$ cat src/rtl/regfile_scoreboard.sv
// Parametrised register file with write bypass, zero register,
// busy scoreboard and a reset-driven clear sequencer.
module regfile_scoreboard #(
  parameter int DATA_W   = 32,
  parameter int ADDR_W   = 5,
  parameter int DEPTH    = 32,
  parameter int ZERO_REG = 1,
  parameter int BYPASS   = 1
) (
  input  logic              clk,
  input  logic              rst,
  input  logic [ADDR_W-1:0] rd_addr_a,
  input  logic [ADDR_W-1:0] rd_addr_b,
  output logic [DATA_W-1:0] rd_data_a,
  output logic [DATA_W-1:0] rd_data_b,
  output logic              busy_a,
  output logic              busy_b,
  input  logic              wr_en,
  input  logic [ADDR_W-1:0] wr_addr,
  input  logic [DATA_W-1:0] wr_data,
  input  logic              busy_set,
  input  logic [ADDR_W-1:0] busy_set_addr,
  output logic              ready
);

  typedef enum logic {INIT, RUN} state_t;

  state_t            state, state_nx;
  logic [ADDR_W-1:0] init_cnt, init_nx;
  logic [DATA_W-1:0] mem [DEPTH];
  logic [DEPTH-1:0]  busy;
  logic              wr_ok, set_ok;

  function automatic logic legal(input logic [ADDR_W-1:0] a);
    legal = (32'(a) < 32'(DEPTH)) &&
            !((ZERO_REG != 0) && (a == '0));
  endfunction

  // Port view: zero when not ready or illegal, else stored or bypassed.
  function automatic logic [DATA_W:0] read_port(
    input logic [ADDR_W-1:0] a
  );
    logic [DATA_W-1:0] d;
    logic              b;
    d = '0;
    b = 1'b0;
    if (ready && legal(a)) begin
      d = mem[a];
      b = busy[a];
      if ((BYPASS != 0) && wr_ok && (wr_addr == a)) begin
        d = wr_data;
        b = set_ok && (busy_set_addr == a);
      end
    end
    return {b, d};
  endfunction

  assign wr_ok  = ready && wr_en && legal(wr_addr);
  assign set_ok = ready && busy_set && legal(busy_set_addr);

  assign {busy_a, rd_data_a} = read_port(rd_addr_a);
  assign {busy_b, rd_data_b} = read_port(rd_addr_b);

  // State register and clear-sequencer pointer.
  always_ff @(posedge clk or posedge rst) begin
    if (rst) begin
      state    <= INIT;
      init_cnt <= '0;
    end else begin
      state    <= state_nx;
      init_cnt <= init_nx;
    end
  end

  // Sweep every entry once, then hand over to normal operation.
  always_comb begin
    state_nx = state;
    init_nx  = init_cnt;
    ready    = (state == RUN);
    if (state == INIT) begin
      init_nx = init_cnt + 1'b1;
      if (init_cnt == ADDR_W'(DEPTH - 1)) begin
        state_nx = RUN;
        init_nx  = '0;
      end
    end
  end

  // Storage: zero-fill while sweeping, writeback afterwards.
  always_ff @(posedge clk) begin
    if (state == INIT)
      mem[init_cnt] <= '0;
    else if (wr_ok)
      mem[wr_addr] <= wr_data;
  end

  // Scoreboard: writeback clears, issue sets; issue wins on collision.
  always_ff @(posedge clk or posedge rst) begin
    if (rst) begin
      busy <= '0;
    end else begin
      if (wr_ok)
        busy[wr_addr] <= 1'b0;
      if (set_ok)
        busy[busy_set_addr] <= 1'b1;
    end
  end

endmodule

$ cat config.mk
export PLATFORM = sky130hd
export DESIGN_NAME = regfile_scoreboard
export DESIGN_NICKNAME = d
export VERILOG_FILES = /design/src/rtl/regfile_scoreboard.sv
export SDC_FILE = /design/constraint.sdc
export NUM_CORES = 1
export LEC_CHECK = 0
export CORE_ASPECT_RATIO = 1.5
export CORE_UTILIZATION = 35
export DETAILED_ROUTE_END_ITERATION = 8
export SLEW_MARGIN = 15
export SYNTH_ARGS = -nofsm -noshare
export SYNTH_HDL_FRONTEND = slang
export SYNTH_SLANG_ARGS = --single-unit
$ cat constraint.sdc
create_clock -name clk -period 3.1 [get_ports clk]
set_input_delay 0.62 -clock clk [delete_from_list [all_inputs] [get_ports clk]]
set_output_delay 0.62 -clock clk [all_outputs]
set_load 0.01 [all_outputs]
* Word-level counts from Yosys, hierarchy flattened *
Memory sizes are Yosys's and may differ from the RTL's.
Index checks and enable logic that the tools add are counted.

storage, ports and cells
  memories kept = 1
  latch bits = 0
  register bits = 38
  memory bits (writable) = 1,024
  bits of input ports = 56
  output and inout port bits = 67
  ROM bits = 0

memories
  name  words  width  rd ports  clocked after Yosys merged registers in  wr ports  RTL line  source
  mem   32     32     2         0                                        1         30        logic [DATA_W-1:0] mem [DEPTH];

cells by class
  shift operators = 0
  equal/unequal tests = 5
  order comparisons = 6
  bitwise operators = 3
  muxes and demuxes = 28
  div/mod/pow operators = 0
  $add $sub $neg = 1
  reduce and logical (&&, ||, !) cells = 21
  multiply operators = 0

operator list
  cell                   count
  $mux W32               7
  $and A32 B32 Y32       1
  $not A32 Y32           1
  $or A32 B32 Y32        1
  $reduce_or A32 Y1      1
  $lt A5 B6 Y1 const B   4
  $eq A5 B5 Y1           4
  $logic_not A5 Y1       4
  $mux W1                15
  $logic_and A1 B1 Y1    12
  $bmux W1 S5            2
  $demux W1 S5           2
  $ge A5 B1 Y1 const B   2
  $mux W5                2
  $add A5 B1 Y5 const B  1
  $eq A5 B5 Y1 const B   1
  $logic_not A1 Y1       4

* Longest topological paths before layout *
Gate-level depths: netlist of the first run.

  depth after elaboration = 9
  gate-level depth with buffers = 9
  mapped depth without buffers = 6

* Least setup slack after synthesis of the first run *
OpenSTA, ideal clock, no wires.

  kind = input -> register
  from = input wr_addr[0]
  to = memory mem[18][0], enable pin
  cell stages on the path = 7
  path slack = -464 ps
  path buffers = 3
  data arrival time = 3,143 ps
  setup time = 421 ps
  cells stage by stage = buf_2 -> nor2_1 -> a21o_1 -> buf_2 -> buf_1 -> a31oi_1 -> nor2_1

on the way
  longest elaborated chain between the ends = 8

RTL lines
  element                                                     RTL line  source
  from (decl)                                                 19        input logic [ADDR_W-1:0] wr_addr,
  $logic_not A5 Y1                                            36        !((ZERO_REG != 0) && (a == '0));
  $logic_not A1 Y1                                            36
  $logic_and A1 B1 Y1                                         58        assign wr_ok = ready && wr_en && legal(wr_addr);
  $mux W1                                                     93        else if (wr_ok)
  $mux W1                                                     91        if (state == INIT)
  $mux W1 (implied by the code)                               94        mem[wr_addr] <= wr_data;
  $reduce_or A32 Y1 (no source line)                          -
  $mux W5 (no source line) / $mux W1 (equally long branches)  -
  to (decl)                                                   30

Several ways; a longest one is shown, not always the timed one.

* Worst setup path after layout of the first run *
  from = input rd_addr_a[2]
  to = output rd_data_a[16]

on the way
  longest elaborated chain between the ends = 4

RTL lines
  element                                                  RTL line  source
  from (decl)                                              12        input logic [ADDR_W-1:0] rd_addr_a,
  branches (longest 3 deep; another with $mem_v2 Z32 W32)  -
  $mux W32 *                                               47        if (ready && legal(a)) begin
  to (decl)                                                14        output logic [DATA_W-1:0] rd_data_a,

Mark *: on every way between the ends.

==> results of run 1 <==
[cells in the mapped netlist, drive strengths merged (33+ instances only)]
master,instances
o22ai,69
nand2b,39
a21oi,97
nand2,80
dfrtp,38
o21ai,161
nand3,44
o221ai,64
nor2,88
mux4,395
a221o,64
buf,137
clkbuf,107
nor3,38
mux2i,254
and2,33
a22oi,64
edfxtp,1024
[registers in the layout, indices dropped and copies added (netlist names)]
| name | count |
|---|---|
| busy | 32 |
| ready | 1 |
| init_cnt | 5 |
| mem | 1024 |
[cells by family after synthesis]
logic type | after synthesis
flops | 1062
mux | 662
simple gates | 354
fa+ha+maj | 2
buf+inv | 253
xor+xnor | 20
compound gates | 584
[path summary, 6_finish.rpt]
check	from	endpoint	slack (ns)
setup / recovery	rd_addr_a[2]	rd_data_a[16]	-0.24
min in group clk	busy[0]	busy[0]	0.41
max in group asynchronous	rst	busy[17]	2.35
hold / removal	rst	busy[12]	0.38
hold reg to reg	busy[0]	busy[0]	0.41
setup reg to reg	ready	mem[5][21]	0.08
[power by group]
group	switching [mW]	leakage (nW)	internal (mW)	total, mW
combinational	2.32	10.9	1.89	4.21
sequential	0.0408	11.1	15.8	15.9
clock	5.53	1.48	6.50	12.0
[metrics by stage]
step	worst slack, ns	util [%]	TNS [ns]	hold slack, ns	instances
2_1_floorplan	-0.464	-	-392.57	0.449	2937
3_3_place_gp	-0.999	41.4	-76.11	0.389	5193
3_5_place_dp	-1.02	41.4	-66.56	0.398	5193
4_1_cts	-0.289	44.8	-34.32	0.344	5454
5_1_grt	-0.275	45.8	-12.93	0.423	5512
6_report	-0.243	45.8	-9.70	0.378	5515
[layer usage]
metal / global-route usage [%] / vias up / part of all wire, %
met5: 0 / - / 0.012
met4: 12.5 / 4 / 6.1
met3: 4.67 / 512 / 8.1
met2: 43.0 / 1835 / 50
met1: 29.3 / 17900 / 36
li1: - / 13600 / -
[final cells by class]
type | count | share of cell area (%)
multi-input cells | 1622 | 29.1
repair buffers | 745 | 14.1
diodes | 4 | 0.0153
inverters | 9 | 0.0554
flip-flops and latches | 1062 | 48.4
well taps | 1892 | 3.61
clock buffers | 122 | 3.95
clock inverters | 59 | 0.751
[timing repair]
action,4_1_cts,5_1_grt
pin swaps,77,53
setup buffers,71,65
resized for setup,506,176
setup endpoints to repair,66,1314
gates cloned,19,13
[worst max-delay path, cell delays in order]
cell	delay [ns]
buf_4	0.13
buf_4	0.39
buf_4	0.48
nand3_1	0.16
o21ai_0	0.48
a221o_1	0.27
buf_2	0.14
==> qor.txt, run 1 <==
total power: 32.1 mW
Die Area: 145000 µm²
Design Area, Final: 65500 µm²
area grow syn2layout: 30.0%
first-pass GRT wire length: 256000 µm
Routability Congestion: 0.911
RSZ-0062 raised after global routing: true
Port Buffers: 122
initial antenna violation count: 7
placed cell area: 59100 µm²
DRC viols: 0
CTS tree: built
Hold Path Class: in -> async
post-route ant nets: 0
Post-Syn Area: 50400 µm²
Crit Path Class: in -> out
average cell area after synthesis: 17.2 µm²
failing checks: setup timing
Async SR Flop Fraction: 3.58%
main combinational cell family by area after synthesis: multiplexers
Initial Util: 35.2%
Die X: 312 µm
total routed wirelength: 185000 µm
Via density: 6.15
All-Layer GR Usage: 24.8%
hold_buf cts: 0
post-synthesis sequential area ratio: 62.9%
pin count of the biggest net entering global routing: 39
vias in the first global route: 34700
Clock transition at path regs: 0.06 ns
Compound-Gate Fraction of Synth Area: 7.83%
Seq. cell area: 31700 µm²
Initial DRC Count: 3781
clock tree root driver cell: clkbuf_16
Tcrit/Tclk final: 108%
hpwl dp: 118000 µm
post-synth cell types: 61
Synth Warn #: 0
mux contribution to synthesized area: 23.0%
CP max FO: 20
most common cell after layout, fill and taps aside: edfxtp_1
Worst-Skew Late Latency: 0.73 ns
Worst setup SP type: input port
top cells by area, synth: edfxtp_1 (61%), mux4_2 (18%), mux2i_1 (5.0%), dfrtp_1 (1.9%), o21ai_0 (1.4%)
setup violators final: 66
area taken by multi-input logic gates: 19100 µm²
Row Count: 170
Tmin final: 3.34 ns
setup slack after layout: -0.243 ns
Syn Inst Count: 2937
# IOs: 123
Final nets: 3598
CP endpoint kind: output port
Slew HR: 26.6%
post-synth top area cell: edfxtp_1
Worst EP required: 2.48 ns
H-tree Lvls: 3
Slew @ Worst Pin: 1.09 ns
Synth Area in XOR/XNOR: 0.348%
post-synthesis simple-gate area fraction: 3.42%
Worst EP arrival: 2.72 ns
fin. max-slew vios: 0
CTS buffer count: 100
share of layout cells above drive strength 1: 41.0%
via count: 33900
Longest Clk Path Bufs: 3
Synth Net Count: 2995
fill count: 12200
outcome: finished with violations
Avg WL per Cell: 33.6 µm
core outline area: 143000 µm²
top_reg_cell synth: edfxtp_1
Final Hold Viols: 0
P_leak: 23.6 nW
Power Dens Cells: 490 nW/µm²
GRT overflow: 0
most frequent cells in the layout: edfxtp_1 (1024), mux4_2 (395), buf_4 (337), mux2i_1 (252), buf_12 (199)
Yosys top cell area share: 61.0%
total of max-cap violations: 0
Post-synth EDFFs: 1024
post-synthesis adder-cell area fraction: 0.0497%
skew final: 0.0319 ns
1st-pass router iterations: 5
Yosys reg bits: 1062
maximum clock frequency: 299 MHz
Reg2Reg Depth: 18
Worst VDD drop: 0.441 mV
die height: 467 µm
clk sinks: 1062
Power figures use the tool's default switching activity.
==> run 2: changes to the inputs <==
==> constraint.sdc (replaced) <==
create_clock -name clk -period 3.5 [get_ports clk]
set_input_delay 0.7 -clock clk [delete_from_list [all_inputs] [get_ports clk]]
set_output_delay 0.7 -clock clk [all_outputs]
set_load 0.01 [all_outputs]
==> run 2 against run 1 <==
  * The flow now finishes without violations
  * Routed wire length fell by 2.2%
  * Clock power is 6% lower
  * Total power down 10%
  * Worst setup slack better by 0.27 ns
  * Global-route usage down 0.12 points
  * Cell count down 1.1%
  * Utilization shrank 1.5 points
  * Hold slack improved by 0.028 ns
  * Register-to-register slack improved by 0.71 ns
  * Clock-buffer cell count rose by 3
  * First-iteration DRC count decreased by 0.66%
  * Via count fell by 2.2%
  * Critical path type unchanged
  * Highest routed layer unchanged
==> qor.txt, run 2 (synthesis results as in run 1) <==
reg2reg setup slack: 0.79 ns
Initial Util: 35.2%
Worst VDD drop: 0.357 mV
CP endpoint kind: output port
post-route ant nets: 0
Final nets: 3529
Clock transition at path regs: 0.06 ns
Max Used Layer: met5
WHS Path Cells: 0
Largest Register: mem
Die X: 312 µm
Final Non-Filler Cells: 5456
WL met1: 64600 µm
P_leak: 22.8 nW
total of max-cap violations: 0
most common cell after layout, fill and taps aside: edfxtp_1
Worst R2R End: mem[16][24]
HP Start: busy[0]
Reg2Reg Depth: 8
clk sinks: 1062
wire length on met2: 91200 µm
Seq. cell area: 31700 µm²
P_int: 21.7 mW
die height: 467 µm
delay of the slowest cell on the worst path: 0.51 ns
Clk pwr share: 39.2%
total routed wirelength: 181000 µm
Initial DRC Count: 3756
Routability Congestion: 0.910
most used cell along the critical path: buf_8
DRC viols: 0
hpwl dp: 117000 µm
# IOs: 123
Crit Path Class: in -> out
first-pass GRT wire length: 254000 µm
Design Area, Final: 63400 µm²
max FFs per register: 1024
fill count: 12500
CTS buffer count: 105
CP Cell Sequence: buf_16 > buf_8 > bufbuf_16 > buf_8 > mux4_2 > o22ai_2 > a21oi_2 > a221o_1 > clkdlybuf4s15_2
fin. max-slew vios: 0
Via density: 6.08
R2R Path Start: ready
Die Area: 145000 µm²
Port Buffers: 122
core outline area: 143000 µm²
met3 wire length: 13400 µm
GRT overflow: 0
initial antenna violation count: 6
H-tree Lvls: 3
# placed instances: 5183
Tcrit/Tclk final: 99.2%
Hold Path Class: reg -> reg
CTS tree: built
placed cell area: 58400 µm²
Seq pwr share: 48.9%
Tmin final: 3.47 ns
Worst setup SP type: input port
via count: 33200
Largest regs: mem: 1024 flops, busy: 32 flops, init_cnt: 5 flops
most frequent cells in the layout: edfxtp_1 (1024), mux4_2 (395), buf_4 (349), mux2i_1 (253), buf_12 (149)
Switching Fraction: 24.4%
Comb pwr share: 11.9%
Worst EP required: 2.80 ns
total power: 28.8 mW
Final Hold Viols: 0
Power Dens Cells: 454 nW/µm²
All-Layer GR Usage: 24.6%
utilization after layout: 44.3%
1st-pass router iterations: 8
maximum clock frequency: 288 MHz
Slew HR: 22.1%
pin count of the biggest net entering global routing: 39
Net Switching: 7.03 mW
area grow syn2layout: 25.8%
CP max FO: 7
hold endpoint: busy[0]
vias in the first global route: 34800
worst hold margin: 0.407 ns
Slew @ Worst Pin: 1.16 ns
Row Count: 170
clock tree root driver cell: clkbuf_16
setup violators final: 0
area taken by multi-input logic gates: 18400 µm²
outcome: finished clean
skew final: 0.0246 ns
Worst-Skew Late Latency: 0.73 ns
Worst EP arrival: 2.77 ns
share of layout cells above drive strength 1: 37.4%
CP max stage cell: mux4_2
hold_buf cts: 0
RSZ-0062 raised after global routing: true
Longest Clk Path Bufs: 3
Avg WL per Cell: 33.2 µm
## run 2: changes by cell type in the layout (fill, tap and decap cells not counted), moves of 11 or more
cell,delta
buf_12,-50
nor3_1,+26
buf_2,-22
nor3_4,-19
buf_6,-17
clkbuf_2,+15
o22ai_1,+14
a21oi_1,+13
buf_16,-13
a221oi_1,+12
a221oi_2,-12
buf_4,+12
o22ai_2,-12
clkinv_2,+11
## run 2: critical path, delay by kind of cell
| kind | cells | cell delay [ns] |
|---|---|---|
| AOI/OAI and AO/OA | 3 | 0.60 |
| buffers and inverters | 5 | 0.93 |
| muxes | 1 | 0.51 |
## run 2: how the worst max path moves through the flow
stage | start | endpoint | slack (ns) | cells past startpoint
after floorplan | wr_addr[0] | mem[18][0] | -0.14 | 7
after global placement | wr_addr[4] | rd_data_b[30] | -0.89 | 10
after detailed placement | wr_addr[4] | rd_data_b[30] | -0.94 | 10
after CTS | rd_addr_b[0] | rd_data_b[30] | -0.06 | 10
after global routing | rd_addr_b[0] | rd_data_b[14] | -0.03 | 9
final | rd_addr_b[0] | rd_data_b[17] | 0.03 | 9
## run 2: area by class of cell
class,instances,share of cell area (%)
Antenna cell,1,0.00395
Clock buffer,125,4.28
Clock inverter,74,1.01
Inverter,9,0.0573
Multi-Input combinational cell,1622,29.1
Sequential cell,1062,50.0
Tap cell,1892,3.74
Timing Repair Buffer,671,11.8
## run 2: repair_timing
item,4_1_cts,5_1_grt
setup buffers,45,20
setup endpoints to repair,66,62
pin swaps,36,18
gates resized for setup,379,90
gates cloned,12,1
hold endpoints to repair,0,0
## run 2: power by group through the flow
stage | clock (mW) | sequential, mW | combinational (mW)
floorplan | 0 | 14.3 | 1.57
global placement | 0 | 14.3 | 3.17
detailed placement | 0 | 14.3 | 3.17
CTS | 11.4 | 14.1 | 3.35
global route | 11.9 | 14.1 | 3.55
finish | 11.3 | 14.1 | 3.42
## run 2: stage by stage
stage	worst slack, ns	setup TNS [ns]
after floorplan	-0.144	-100.09
after global placement	-0.890	-99.08
after detailed placement	-0.941	-99.21
after CTS	-0.0643	-0.120
after global routing	-0.0290	-0.0523
final	0.0281	0
## run 2: layer usage
metal	GRT usage, %	up-vias
met2	42.7	1658
met3	4.63	529
met5	0	-
met4	14.5	8
li1	-	13500
met1	28.4	17500
